--- config.mk ---
export PLATFORM = sky130hd
export DESIGN_NAME = adc_temp_decoder
export DESIGN_NICKNAME = d
export VERILOG_FILES = /design/src/rtl/adc_temp_pkg.sv /design/src/rtl/seq_mult_s13u8.sv /design/src/rtl/adc_temp_decoder.sv
export SDC_FILE = /design/constraint.sdc
export NUM_CORES = 1
export LEC_CHECK = 0
export BUFFER_PORTS_ARGS = -buffer_cell sky130_fd_sc_hd__buf_2
export CORE_MARGIN = 2
export CORE_UTILIZATION = 65
export DETAILED_ROUTE_END_ITERATION = 8
export GPL_ROUTABILITY_DRIVEN = 0
export GPL_TIMING_DRIVEN = 1
export PLACE_DENSITY = 0.89
export SYNTH_ARGS = -nofsm -noshare
export SYNTH_HDL_FRONTEND = slang
export SYNTH_SLANG_ARGS = --single-unit
--- constraint.sdc ---
create_clock -name clk -period 8.9 [get_ports clk]
set_clock_uncertainty 0.1 [all_clocks]
set_input_delay 0.445 -clock clk [delete_from_list [all_inputs] [get_ports clk]]
set_output_delay 0.445 -clock clk [all_outputs]
set_load 0.02 [all_outputs]
--- src/rtl/adc_temp_pkg.sv ---
// Shared constants, breakpoint table and FSM encoding for the ADC-code to
// temperature decoder.
package adc_temp_pkg;

    localparam int ADC_W      = 12;
    localparam int TEMP_W     = 12;
    localparam int CODE_MIN   = 64;
    localparam int CODE_MAX   = 4031;
    localparam int TEMP_FAULT = 2047;

    typedef enum logic [1:0] {
        IDLE,
        LOOKUP,
        MUL,
        FINAL
    } state_t;

    // NTC curve in tenths of a degree; entry 16 is the virtual breakpoint at code 4096.
    function automatic logic signed [12:0] lut(input logic [4:0] idx);
        logic signed [12:0] v;
        case (idx)
            5'd0:    v = 13'sd1250;
            5'd1:    v = 13'sd1052;
            5'd2:    v = 13'sd872;
            5'd3:    v = 13'sd757;
            5'd4:    v = 13'sd669;
            5'd5:    v = 13'sd597;
            5'd6:    v = 13'sd535;
            5'd7:    v = 13'sd479;
            5'd8:    v = 13'sd427;
            5'd9:    v = 13'sd377;
            5'd10:   v = 13'sd328;
            5'd11:   v = 13'sd278;
            5'd12:   v = 13'sd225;
            5'd13:   v = 13'sd165;
            5'd14:   v = 13'sd90;
            5'd15:   v = -13'sd15;
            default: v = -13'sd400;
        endcase
        return v;
    endfunction

endpackage

--- src/rtl/seq_mult_s13u8.sv ---
// Iterative signed(13) x unsigned(8) shift-add multiplier: load clears the
// accumulator, then eight cycles consume the multiplier LSB first.
module seq_mult_s13u8 (
    input  logic               clk,
    input  logic               rst,
    input  logic               load,
    input  logic signed [12:0] a,
    input  logic        [7:0]  b,
    output logic signed [20:0] p,
    output logic               done
);

    logic signed [20:0] mc_q;
    logic signed [20:0] acc_q;
    logic        [7:0]  mp_q;
    logic        [3:0]  cnt_q;

    always_ff @(posedge clk or posedge rst) begin
        if (rst) begin
            mc_q  <= '0;
            acc_q <= '0;
            mp_q  <= '0;
            cnt_q <= 4'd8;
        end else if (load) begin
            mc_q  <= {{8{a[12]}}, a};
            acc_q <= '0;
            mp_q  <= b;
            cnt_q <= 4'd0;
        end else if (!cnt_q[3]) begin
            if (mp_q[0])
                acc_q <= acc_q + mc_q;
            mc_q  <= mc_q <<< 1;
            mp_q  <= mp_q >> 1;
            cnt_q <= cnt_q + 4'd1;
        end
    end

    assign p    = acc_q;
    assign done = cnt_q[3];

endmodule

--- src/rtl/adc_temp_decoder.sv ---
// Raw NTC ADC code -> signed temperature (0.1 degC) by LUT + linear interpolation.
// Optional out-of-range sensor detection with `define ADC_TEMP_RANGE_CHECK_EN.
module adc_temp_decoder
    import adc_temp_pkg::*;
#(
    parameter int ADC_W  = adc_temp_pkg::ADC_W,
    parameter int TEMP_W = adc_temp_pkg::TEMP_W
) (
    input  logic                     clk,
    input  logic                     rst,
    input  logic                     start,
    input  logic [ADC_W-1:0]         adc_code,
    output logic                     busy,
    output logic signed [TEMP_W-1:0] temp,
    output logic                     temp_valid,
    output logic                     sensor_fault
);

    localparam logic signed [21:0] SAT_HI = 22'((1 <<< (TEMP_W-1)) - 1);
    localparam logic signed [21:0] SAT_LO = 22'(-(1 <<< (TEMP_W-1)));

    state_t state_q, state_d;
    logic        [3:0]        k_q;
    logic        [7:0]        f_q;
    logic signed [12:0]       base_q;
    logic signed [12:0]       lo, hi, delta;
    logic signed [20:0]       prod, term;
    logic signed [21:0]       sum;
    logic signed [TEMP_W-1:0] sat, temp_q;
    logic                     valid_q, mul_load, mul_done;

    assign lo    = lut({1'b0, k_q});
    assign hi    = lut({1'b0, k_q} + 5'd1);
    assign delta = hi - lo;

    seq_mult_s13u8 u_mult (
        .clk  (clk),
        .rst  (rst),
        .load (mul_load),
        .a    (delta),
        .b    (f_q),
        .p    (prod),
        .done (mul_done)
    );

    // Round half up: arithmetic shift floors, so the +128 bias rounds toward +inf.
    assign term = (prod + 21'sd128) >>> 8;
    assign sum  = {{9{base_q[12]}}, base_q} + {term[20], term};

    always_comb begin
        sat = sum[TEMP_W-1:0];
        if (sum > SAT_HI)
            sat = SAT_HI[TEMP_W-1:0];
        else if (sum < SAT_LO)
            sat = SAT_LO[TEMP_W-1:0];
    end

    always_comb begin
        state_d  = state_q;
        mul_load = 1'b0;
        case (state_q)
            IDLE:    if (start) state_d = LOOKUP;
            LOOKUP: begin
                mul_load = 1'b1;
                state_d  = MUL;
            end
            MUL:     if (mul_done) state_d = FINAL;
            default: state_d = IDLE;
        endcase
    end

`ifdef ADC_TEMP_RANGE_CHECK_EN
    logic fault_q, sf_q;

    always_ff @(posedge clk or posedge rst) begin
        if (rst) begin
            fault_q <= 1'b0;
            sf_q    <= 1'b0;
        end else if (state_q == IDLE && start) begin
            fault_q <= (adc_code < ADC_W'(CODE_MIN)) || (adc_code > ADC_W'(CODE_MAX));
        end else if (state_q == FINAL) begin
            sf_q <= fault_q;
        end
    end

    assign sensor_fault = sf_q;
`else
    logic fault_q;

    assign fault_q      = 1'b0;
    assign sensor_fault = 1'b0;
`endif

    always_ff @(posedge clk or posedge rst) begin
        if (rst) begin
            state_q <= IDLE;
            k_q     <= '0;
            f_q     <= '0;
            base_q  <= '0;
            temp_q  <= '0;
            valid_q <= 1'b0;
        end else begin
            state_q <= state_d;
            valid_q <= 1'b0;
            case (state_q)
                IDLE: if (start) begin
                    k_q <= adc_code[11:8];
                    f_q <= adc_code[7:0];
                end
                LOOKUP: base_q <= lo;
                FINAL: begin
                    temp_q  <= fault_q ? TEMP_W'(TEMP_FAULT) : sat;
                    valid_q <= 1'b1;
                end
                default: ;
            endcase
        end
    end

    assign busy       = (state_q != IDLE);
    assign temp       = temp_q;
    assign temp_valid = valid_q;

endmodule

==> results of run 1 <==
-- cell families after synthesis --
kind of cell | after synthesis | share of synthesized area [%]
AOI/OAI and AO/OA | 259 | 24.33
and+or+nand+nor | 214 | 15.06
DFF | 93 | 33.41
adders and majority gates | 68 | 12.53
buffers and inverters | 64 | 3.788
xor gates and xnor gates | 39 | 4.901
muxes | 39 | 5.925
other | 1 | 0.05381
-- critical path, delay by kind of cell (launching register included) --
kind            cells  cell delay, ps
flops               1             810
buf+inv             2             580
fa+ha+maj           2            1020
simple gates        1             320
compound gates      9            1880
-- metal layers --
metal	track usage, %	vias up	wire (um)
li1	-	2848	-
met1	36.64	2811	6788
met2	51.48	208	8011
met3	3.995	36	726
met4	7.784	0	293
met5	0	-	0
-- registers in the layout, summed over array words and instances (netlist names) --
| name | count |
|---|---|
| u_mult.cnt_q | 4 |
| f_q | 8 |
| temp_valid | 1 |
| k_q | 4 |
| u_mult.p | 21 |
| state_q | 2 |
| base_q | 12 |
| u_mult.mc_q | 21 |
| u_mult.mp_q | 8 |
| temp | 12 |
-- worst min path at each step --
| stage | endpoint | slack, ps | cells after the start | from |
|---|---|---|---|---|
| detailed placement | temp[5]$_DFFE_PP0P_ | 370 | 1 | temp[5]$_DFFE_PP0P_ |
| CTS | f_q[4]$_DFFE_PP0P_ | 190 | 2 | adc_code[4] |
| global placement | u_mult.mp_q[6]$_DFFE_PP0P_ | 360 | 2 | f_q[6]$_DFFE_PP0P_ |
| global route | f_q[0]$_DFFE_PP0P_ | 200 | 2 | adc_code[0] |
| floorplan | u_mult.mp_q[0]$_DFFE_PP0P_ | 350 | 2 | f_q[0]$_DFFE_PP0P_ |
| finish | f_q[4]$_DFFE_PP0P_ | 200 | 2 | adc_code[4] |
-- area by class of cell --
cell class | instances | area share (%)
Inverter | 31 | 1.598
Tap cell | 136 | 2.312
Clock buffer | 10 | 1.870
Sequential cell | 93 | 31.64
Timing Repair Buffer | 32 | 2.346
Clock inverter | 6 | 0.7310
Multi-Input combinational cell | 620 | 59.50
-- cell usage in the layout, fill, tap and decap left out, types with 5 or more instances in the layout --
cell type  count
nor2_1        44
xor2_1        12
a21o_1        16
clkbuf_8      10
nor2b_1       16
xnor2_1       27
mux2i_1       21
buf_2         28
nand3_1       30
o21a_1        11
a31oi_1        5
and3_1         8
a211oi_1      14
nand2_1       66
ha_1          64
nand2b_1       6
or3_1          8
nor3_1        15
dfrtp_1       92
mux2_2        17
a21oi_1       84
inv_1         28
o2bb2ai_1     11
o21ai_0       67
-- through the flow --
stage	util, %	area [sq um]	worst slack (ps)	hold slack [ps]	instances
final	70.97	7360	4048	203.5	928
after CTS	70.97	7360	4218	192.2	928
after detailed placement	69.03	7158	4270	368.6	911
after global routing	70.97	7360	3604	200.0	928
after floorplan	-	6969	4937	347.6	777
after global placement	69.03	7158	4615	359.8	911
-- timing repair --
| action | CTS | global route |
|---|---|---|
| endpoints found under the setup margin | 0 | 0 |
| endpoints found under the hold margin | 19 | 0 |
| hold buffers | 1 | 0 |
==> impl_metrics.toml, run 1 <==
[flow_run]
maxCapViolCount = 0

[global_route]
grt_usage_pct = 28.87
grt_max_degree = 68
grt-ovfl-total = 0
grt_pass1_vias = 5845
grt_antenna_before_repair = 0
grt_first_pass_wirelength_um = 27070

[floorplan]
dieArea_sq_um = 11570
fp.dieW_um = 107.5
initial_core_util_pct = 67.21
core_area_sq_um = 10370
std_cell_rows = 37
die_h_um = 107.5
pin_count = 30

[yosys]
synth_top_area_share_pct = 33.03
synthArstFlopShare_pct = 100.0
netlist_top_cells_count = "92 x dfrtp_1, 84 x a21oi_1, 67 x o21ai_0"
synth-edff-count = 0
synth.most_common_cell = "dfrtp_1"
ys.flop_type = "dfrtp_1"
synthesis.area_sq_um = 6969
syn_avg_cell_area_sq_um = 8.969
ys_seq_area_share_pct = 33.41
yosysTopAreaCell = "dfrtp_1"
synth_area_leaders = "dfrtp_1 33%, ha_1 12%, a21oi_1 6.0%"
synth_nets = 860
synth-seq-cells = 93
ys_warn_count = 0
ys_types = 77
synthCells = 777

[drt]
final_antenna_net_count = 0
drcViolationCount = 0
viasPerCell = 6.361
drt_first_iter_violations = 458
via_count = 5903
wl_um = 15820
wl_per_cell_um = 17.05
drtPass1Iterations = 6

[clock_tree]
cts_tree = "built"
cts_buffer_depth = 2
worst_setup_hold_path_clk_slew_ps = 100
clkLatencyLatePin_ps = 370
ctsResizeCount = 0
post_cts_buffers = 0
h-tree-depth = 3
numCtsBuffers = 9
root_buffer = "clkbuf_8"
cts_sinks = 93

[final_layout]
regArea_sq_um = 2328
drive_above_1_share_pct = 11.11
fill_cells = 757
antenna_cells = 0
syn_to_final_growth_pct = 5.601
multi_input_area_sq_um = 4379
fin_nets = 870

[sta]
rsz0062_at_grt = "false"
fin_tns_setup_ps = 0
fin_crit_sh_pct = 54.52
worst_pin_slew_ps = 938.3
slew_viol_final = 0
slew_headroom_pct = 37.45
period_needed_ps = 4852
max_freq_mhz = 206.1
setup_violations = 0
hold_viol_final = 0

[critical_path]
path_cells = "clkinv_1, ha_1, inv_1, nor3_1, o31a_1, o32a_1, o21ai_0, ha_1, o21a_1, o21ai_0, a21oi_1, o211ai_1, a221oi_2, a21oi_1"
slowest_stage = "dfrtp_1"
worstSetupEndpointType = "register"
cp-startpoint = "k_q[2]$_DFFE_PP0P_"
cp-endpoint = "u_mult.mc_q[12]$_DFFE_PP0P_"
r2r_setup_slack_ps = 4050
rr_worst_depth = 14
r2r-start = "k_q[2]$_DFFE_PP0P_"
start_kind = "register"
crit_path_max_fanout = 23
critPathMaxStageDelay_ps = 810
r2r_end = "u_mult.mc_q[12]$_DFFE_PP0P_"
worstPathArrival_ps = 4970
critPathKind = "register to register"
cp.required_ps = 9020

[hold_path]
hp-class = "input pin to register"

[placement]
port_buffers = 28
dp_hpwl_um = 11380

[status]
status = "completed"
Power of run 1 is left out: the tool's default activity adds up to more than one toggle a clock period on the data nets, which glitch-free logic cannot reach.
==> run 2, diff against run 1 <==
- CORE_UTILIZATION: 65 -> 57
- PLACE_DENSITY: 0.89 -> 0.84
- clock period: 8.9 -> 4.2 ns (I/O delays scaled with it)
==> run 2 against run 1 <==
Against the previous run:
- sequential share of layout area decreased by 1.2 points
- cell area increased by 4.1%
- non-clock buffer count increased by 19
- highest routed layer unchanged
==> impl_metrics.toml, run 2 (synthesis gave the netlist of run 1 again) <==
[status]
status = "completed"

[sta]
hold_viol_final = 0
fin_tns_setup_ps = 0
slew_headroom_pct = 51.97
worst_pin_slew_ps = 720.5
hold_slack_ps = 9.168
slew_viol_final = 0
setup_violations = 0
rsz0062_at_grt = "false"
max_freq_mhz = 258.9
fin_crit_sh_pct = 91.95
period_needed_ps = 3862
fin_ws_ps = 338.1

[clock_tree]
h-tree-depth = 3
cts_sinks = 93
worst_setup_hold_path_clk_slew_ps = 70
numCtsBuffers = 9
post_cts_buffers = 0
root_buffer = "clkbuf_16"
cts_tree = "built"
cts_buffer_depth = 2
clkLatencyLatePin_ps = 350

[final_layout]
drive_above_1_share_pct = 12.21
antenna_cells = 0
layout_common_cells = "91 x dfrtp_1, 84 x a21oi_1, 67 x o21ai_0"
fin_nets = 889
fin_util_pct = 64.06
syn_to_final_growth_pct = 9.946
layout_commonest_cell = "dfrtp_1"

[floorplan]
dieArea_sq_um = 13130
core_area_sq_um = 11960
fp.dieW_um = 114.6
die_h_um = 114.6
std_cell_rows = 40
pin_count = 30
initial_core_util_pct = 58.26

[placement]
dp_hpwl_um = 11440
place_worst_setup_slack_ps = 265.8
port_buffers = 28

[drt]
drcViolationCount = 0
wl_per_cell_um = 16.52
drtPass1Iterations = 5
final_antenna_net_count = 0
via_count = 6011
wl_um = 15830
viasPerCell = 6.275
drt_first_iter_violations = 422

[flow_run]
maxCapViolCount = 0

[critical_path]
start_kind = "register"
path_cells = "inv_1, ha_1, nor2_1, a211oi_1, a311o_1, ha_1, fa_1, nor2b_1, o21a_1, o21ai_0, a21oi_1, o211ai_1, a221oi_2, buf_4, a21oi_1"
worstSetupEndpointType = "register"
cp.required_ps = 4320
cp_top_family = "compound AO/OA/AOI/OAI gates"
slowest_stage = "dfrtp_2"
worstPathArrival_ps = 3980
critPathKind = "register to register"
crit_path_max_fanout = 12
cp.buffers_inverters = 2
critPathMaxStageDelay_ps = 490

[global_route]
grt_usage_pct = 25.48
grt_first_pass_wirelength_um = 26950
grt_pass1_vias = 5637
grt-ovfl-total = 0
grt_max_degree = 67
grt_antenna_before_repair = 0

[hold_path]
hp-class = "input pin to register"
run 2: cell types whose count changed in the layout (fill, tap and decap cells not counted), sizes merged:
cell	change
buf	+12
dlygate4sd3	+7
inv	-4
bufinv	+2
clkbuf	+2
run 2: cell type report:
cell class                 instances  area (sq um)
multi-input combinational        620          4379
clock inverter                     4         72.57
clock buffer                      12         246.5
tap                              147         183.9
fill                             974          4299
inverter                          31         117.6
timing repair buffer              51         332.8
sequential                        93          2330
run 2: what timing repair did:
action                                  CTS  global route
endpoints found under the hold margin    42             1
resized for setup                         0             2
endpoints found under the setup margin    0             7
hold buffers                              7             1
run 2: metal layers:
layer / GRT usage [%] / part of all wire, % / vias to the layer above / wire length (um)
met3: 5.506 / 4.8 / 43 / 755
met2: 41.97 / 48 / 187 / 7574
met4: 9.512 / 2.8 / 0 / 449
li1: - / - / 2878 / -
met5: 0 / 0 / - / 0
met1: 32.96 / 45 / 2903 / 7048
run 2: path summary, 6_finish.rpt:
kind                                         start                           to  slack, ps  cells after the start
worst min register to register  f_q[5]$_DFFE_PP0P_   u_mult.mp_q[5]$_DFFE_PP0P_        370                      2
worst max register to register  k_q[1]$_DFFE_PP0P_  u_mult.mc_q[13]$_DFFE_PP0P_        340                     15
worst max-delay path            k_q[1]$_DFFE_PP0P_  u_mult.mc_q[13]$_DFFE_PP0P_        340                     15
max in group asynchronous                      rst      u_mult.p[3]$_DFFE_PP0P_       2490                      4
worst min-delay path                   adc_code[1]           f_q[1]$_DFFE_PP0P_          9                      2
min in group asynchronous                      rst       state_q[0]$_DFFE_PP0P_        360                      3
run 2: per-stage QoR:
| step | std cells | instance area, sq um |
|---|---|---|
| final | 958 | 7662 |
| after global placement | 934 | 7262 |
| after CTS | 957 | 7651 |
| after global routing | 958 | 7662 |
| after floorplan | 777 | 6969 |
| after detailed placement | 934 | 7262 |
Power of run 2 is left out for the same reason.
==> run 3, diff against run 2 <==
- ABC_AREA: not set -> 1
- CORE_UTILIZATION: 57 -> 25
- PLACE_DENSITY: 0.84 -> 0.46
- REMOVE_ABC_BUFFERS: not set -> 1
==> run 3 against run 2 <==
Against the previous run:
- via count up 4.1%
- sequential share of layout area down 1.8 points
- cell area up 6.1%
- clock-buffer cell count down 3
- critical path depth up 6
- cell count up 47%
- setup slack better by 95 ps
- synthesized cell count up 27%
- non-clock buffer count up 1
- register-to-register slack better by 95 ps
- die area up 130%
- synthesized area up 1.9%
==> impl_metrics.toml, run 3 <==
[status]
status = "completed"

[drt]
drt_first_iter_violations = 371
via_count = 6259
viasPerCell = 4.436
drcViolationCount = 0
wl_um = 19050
drtPass1Iterations = 5
final_antenna_net_count = 0
wl_per_cell_um = 13.50

[sta]
max_freq_mhz = 265.5
hold_slack_ps = 12.67
slew_viol_final = 0
fin_ws_ps = 433.6
setup_violations = 0
slew_headroom_pct = 38.80
rsz0062_at_grt = "false"
period_needed_ps = 3766
worst_pin_slew_ps = 918.1
fin_tns_setup_ps = 0
hold_viol_final = 0
fin_crit_sh_pct = 89.68

[yosys]
synth-edff-count = 0
synth-seq-cells = 93
yosysTopAreaCell = "dfrtp_1"
synth_area_leaders = "dfrtp_1 32%, nand2_1 15%, ha_1 11%"
synthesis.area_sq_um = 7104
synth.most_common_cell = "nand2_1"
netlist_top_cells_count = "284 x nand2_1, 140 x inv_1, 92 x dfrtp_1"
synth_top_area_share_pct = 32.41
ys_seq_area_share_pct = 32.78
synthArstFlopShare_pct = 100.0
syn_avg_cell_area_sq_um = 7.205
ys.flop_type = "dfrtp_1"
synthCells = 986
ys_warn_count = 0
ys_types = 49

[critical_path]
cp.buffers_inverters = 3
crit_path_max_fanout = 10
cp_top_family = "adder cells"
slowest_stage = "dfrtp_1"
cp-startpoint = "k_q[0]$_DFFE_PP0P_"
critPathMaxStageDelay_ps = 570
path_depth = 21
r2r_setup_slack_ps = 430
start_kind = "register"
path_cells = "ha_1, inv_1, ha_1, inv_1, nand2_1, o21ai_0, nand2_1, o21ai_0, nand2_1, ha_1, fa_1, inv_1, nand3_1, nand2_1, a21oi_1, o21ai_1, nand3b_1, nand3_1, nand2_1, nand2_2, nand2_1"
rr_worst_depth = 21
cp.required_ps = 4340
critPathKind = "register to register"
r2r_end = "u_mult.mc_q[16]$_DFFE_PP0P_"
worstPathArrival_ps = 3910
r2r-start = "k_q[0]$_DFFE_PP0P_"
path_common_cell = "nand2_1"
worstSetupEndpointType = "register"
cp-endpoint = "u_mult.mc_q[16]$_DFFE_PP0P_"

[clock_tree]
cts_tree = "built"
h-tree-depth = 3
worst_setup_hold_path_clk_slew_ps = 80
numCtsBuffers = 9
clkLatencyLatePin_ps = 370
cts_buffer_depth = 2
cts_sinks = 93
root_buffer = "clkbuf_16"
post_cts_buffers = 0
ctsResizeCount = 0

[floorplan]
pin_count = 30
std_cell_rows = 61
dieArea_sq_um = 29780
fp.dieW_um = 172.6
initial_core_util_pct = 25.50
die_h_um = 172.6
core_area_sq_um = 27860

[final_layout]
fill_cells = 3105
antenna_cells = 0
finish.instance_area_sq_um = 8128
drive_above_1_share_pct = 9.777
syn_to_final_growth_pct = 14.41
layout_common_cells = "284 x nand2_1, 139 x inv_1, 92 x dfrtp_1"
layout_commonest_cell = "nand2_1"
fin_nets = 1111

[placement]
dp_hpwl_um = 14620
dpl_cell_area_sq_um = 7701
place_worst_setup_slack_ps = 478.1
port_buffers = 28

[hold_path]
hp-class = "input pin to register"
min_path_cells = 3

[global_route]
grt_antenna_before_repair = 0
grt_max_degree = 70
grt-ovfl-total = 0
grt_pass1_vias = 6071
grt_usage_pct = 13.01
grt_first_pass_wirelength_um = 31530

[flow_run]
maxCapViolCount = 0
run 3: changes by cell type in the layout (fill, tap and decap cells not counted), moves of 11 or more:
cell,delta
a211oi_1,-14
nand2_1,+218
inv_1,+111
o2bb2ai_1,-11
a21o_1,-13
o21ai_0,-11
a21oi_1,-26
xnor2_1,-20
o22ai_1,+15
nor2b_1,-16
nor2_1,+33
o21a_1,-11
mux2i_1,-21
run 3: per-layer routing:
layer  up-vias  GRT usage, %  part of all wire [%]
met5         -             0                     0
li1       3281             -                     -
met4         0         2.600                  0.93
met3        10         2.199                   2.9
met1      2883         17.86                    50
met2        85         21.55                    46
run 3: cells by family after synthesis:
family                     synth area share, %
DFF                                      32.78
buffers and inverters                    9.352
other                                  0.05278
AOI/OAI and AO/OA                        14.41
adders and majority gates                12.29
muxes                                    1.268
and+or+nand+nor                          26.66
xor gates and xnor gates                 3.188
run 3: final cells by class:
class | count | area [sq um] | share of cell area [%]
clock buffers | 9 | 225.2 | 2.771
clock inverters | 7 | 81.33 | 1.001
inverters | 148 | 558.0 | 6.866
multi-input cells | 724 | 4111 | 50.58
flip-flops and latches | 93 | 2328 | 28.65
well taps | 378 | 473.0 | 5.819
repair buffers | 52 | 350.3 | 4.310
run 3: how the worst min path moves through the flow:
stage | from | slack [ps] | to
2_1_floorplan | adc_code[0] | 260 | f_q[0]$_DFFE_PP0P_
3_3_place_gp | adc_code[3] | 340 | f_q[3]$_DFFE_PP0P_
3_5_place_dp | adc_code[7] | 350 | f_q[7]$_DFFE_PP0P_
4_1_cts | adc_code[9] | 9 | k_q[1]$_DFFE_PP0P_
5_1_grt | adc_code[9] | 40 | k_q[1]$_DFFE_PP0P_
6_report | adc_code[9] | 10 | k_q[1]$_DFFE_PP0P_
run 3: tightest hold or removal path: stages:
cell and delay, ps:
buf_2 70, nor2_1 40, a21oi_1 110
run 3: per-stage QoR:
| step | cells | utilization (%) |
|---|---|---|
| after floorplan | 965 | - |
| after global routing | 1411 | 29.18 |
| after CTS | 1411 | 29.18 |
| after global placement | 1383 | 27.64 |
| final | 1411 | 29.18 |
| after detailed placement | 1383 | 27.64 |
run 3: repair_timing:
item / in CTS / in global routing
endpoints found under the setup margin: 0 / 0
hold endpoints to repair: 24 / 0
hold buffers: 12 / 0
Power of run 3 is left out for the same reason.
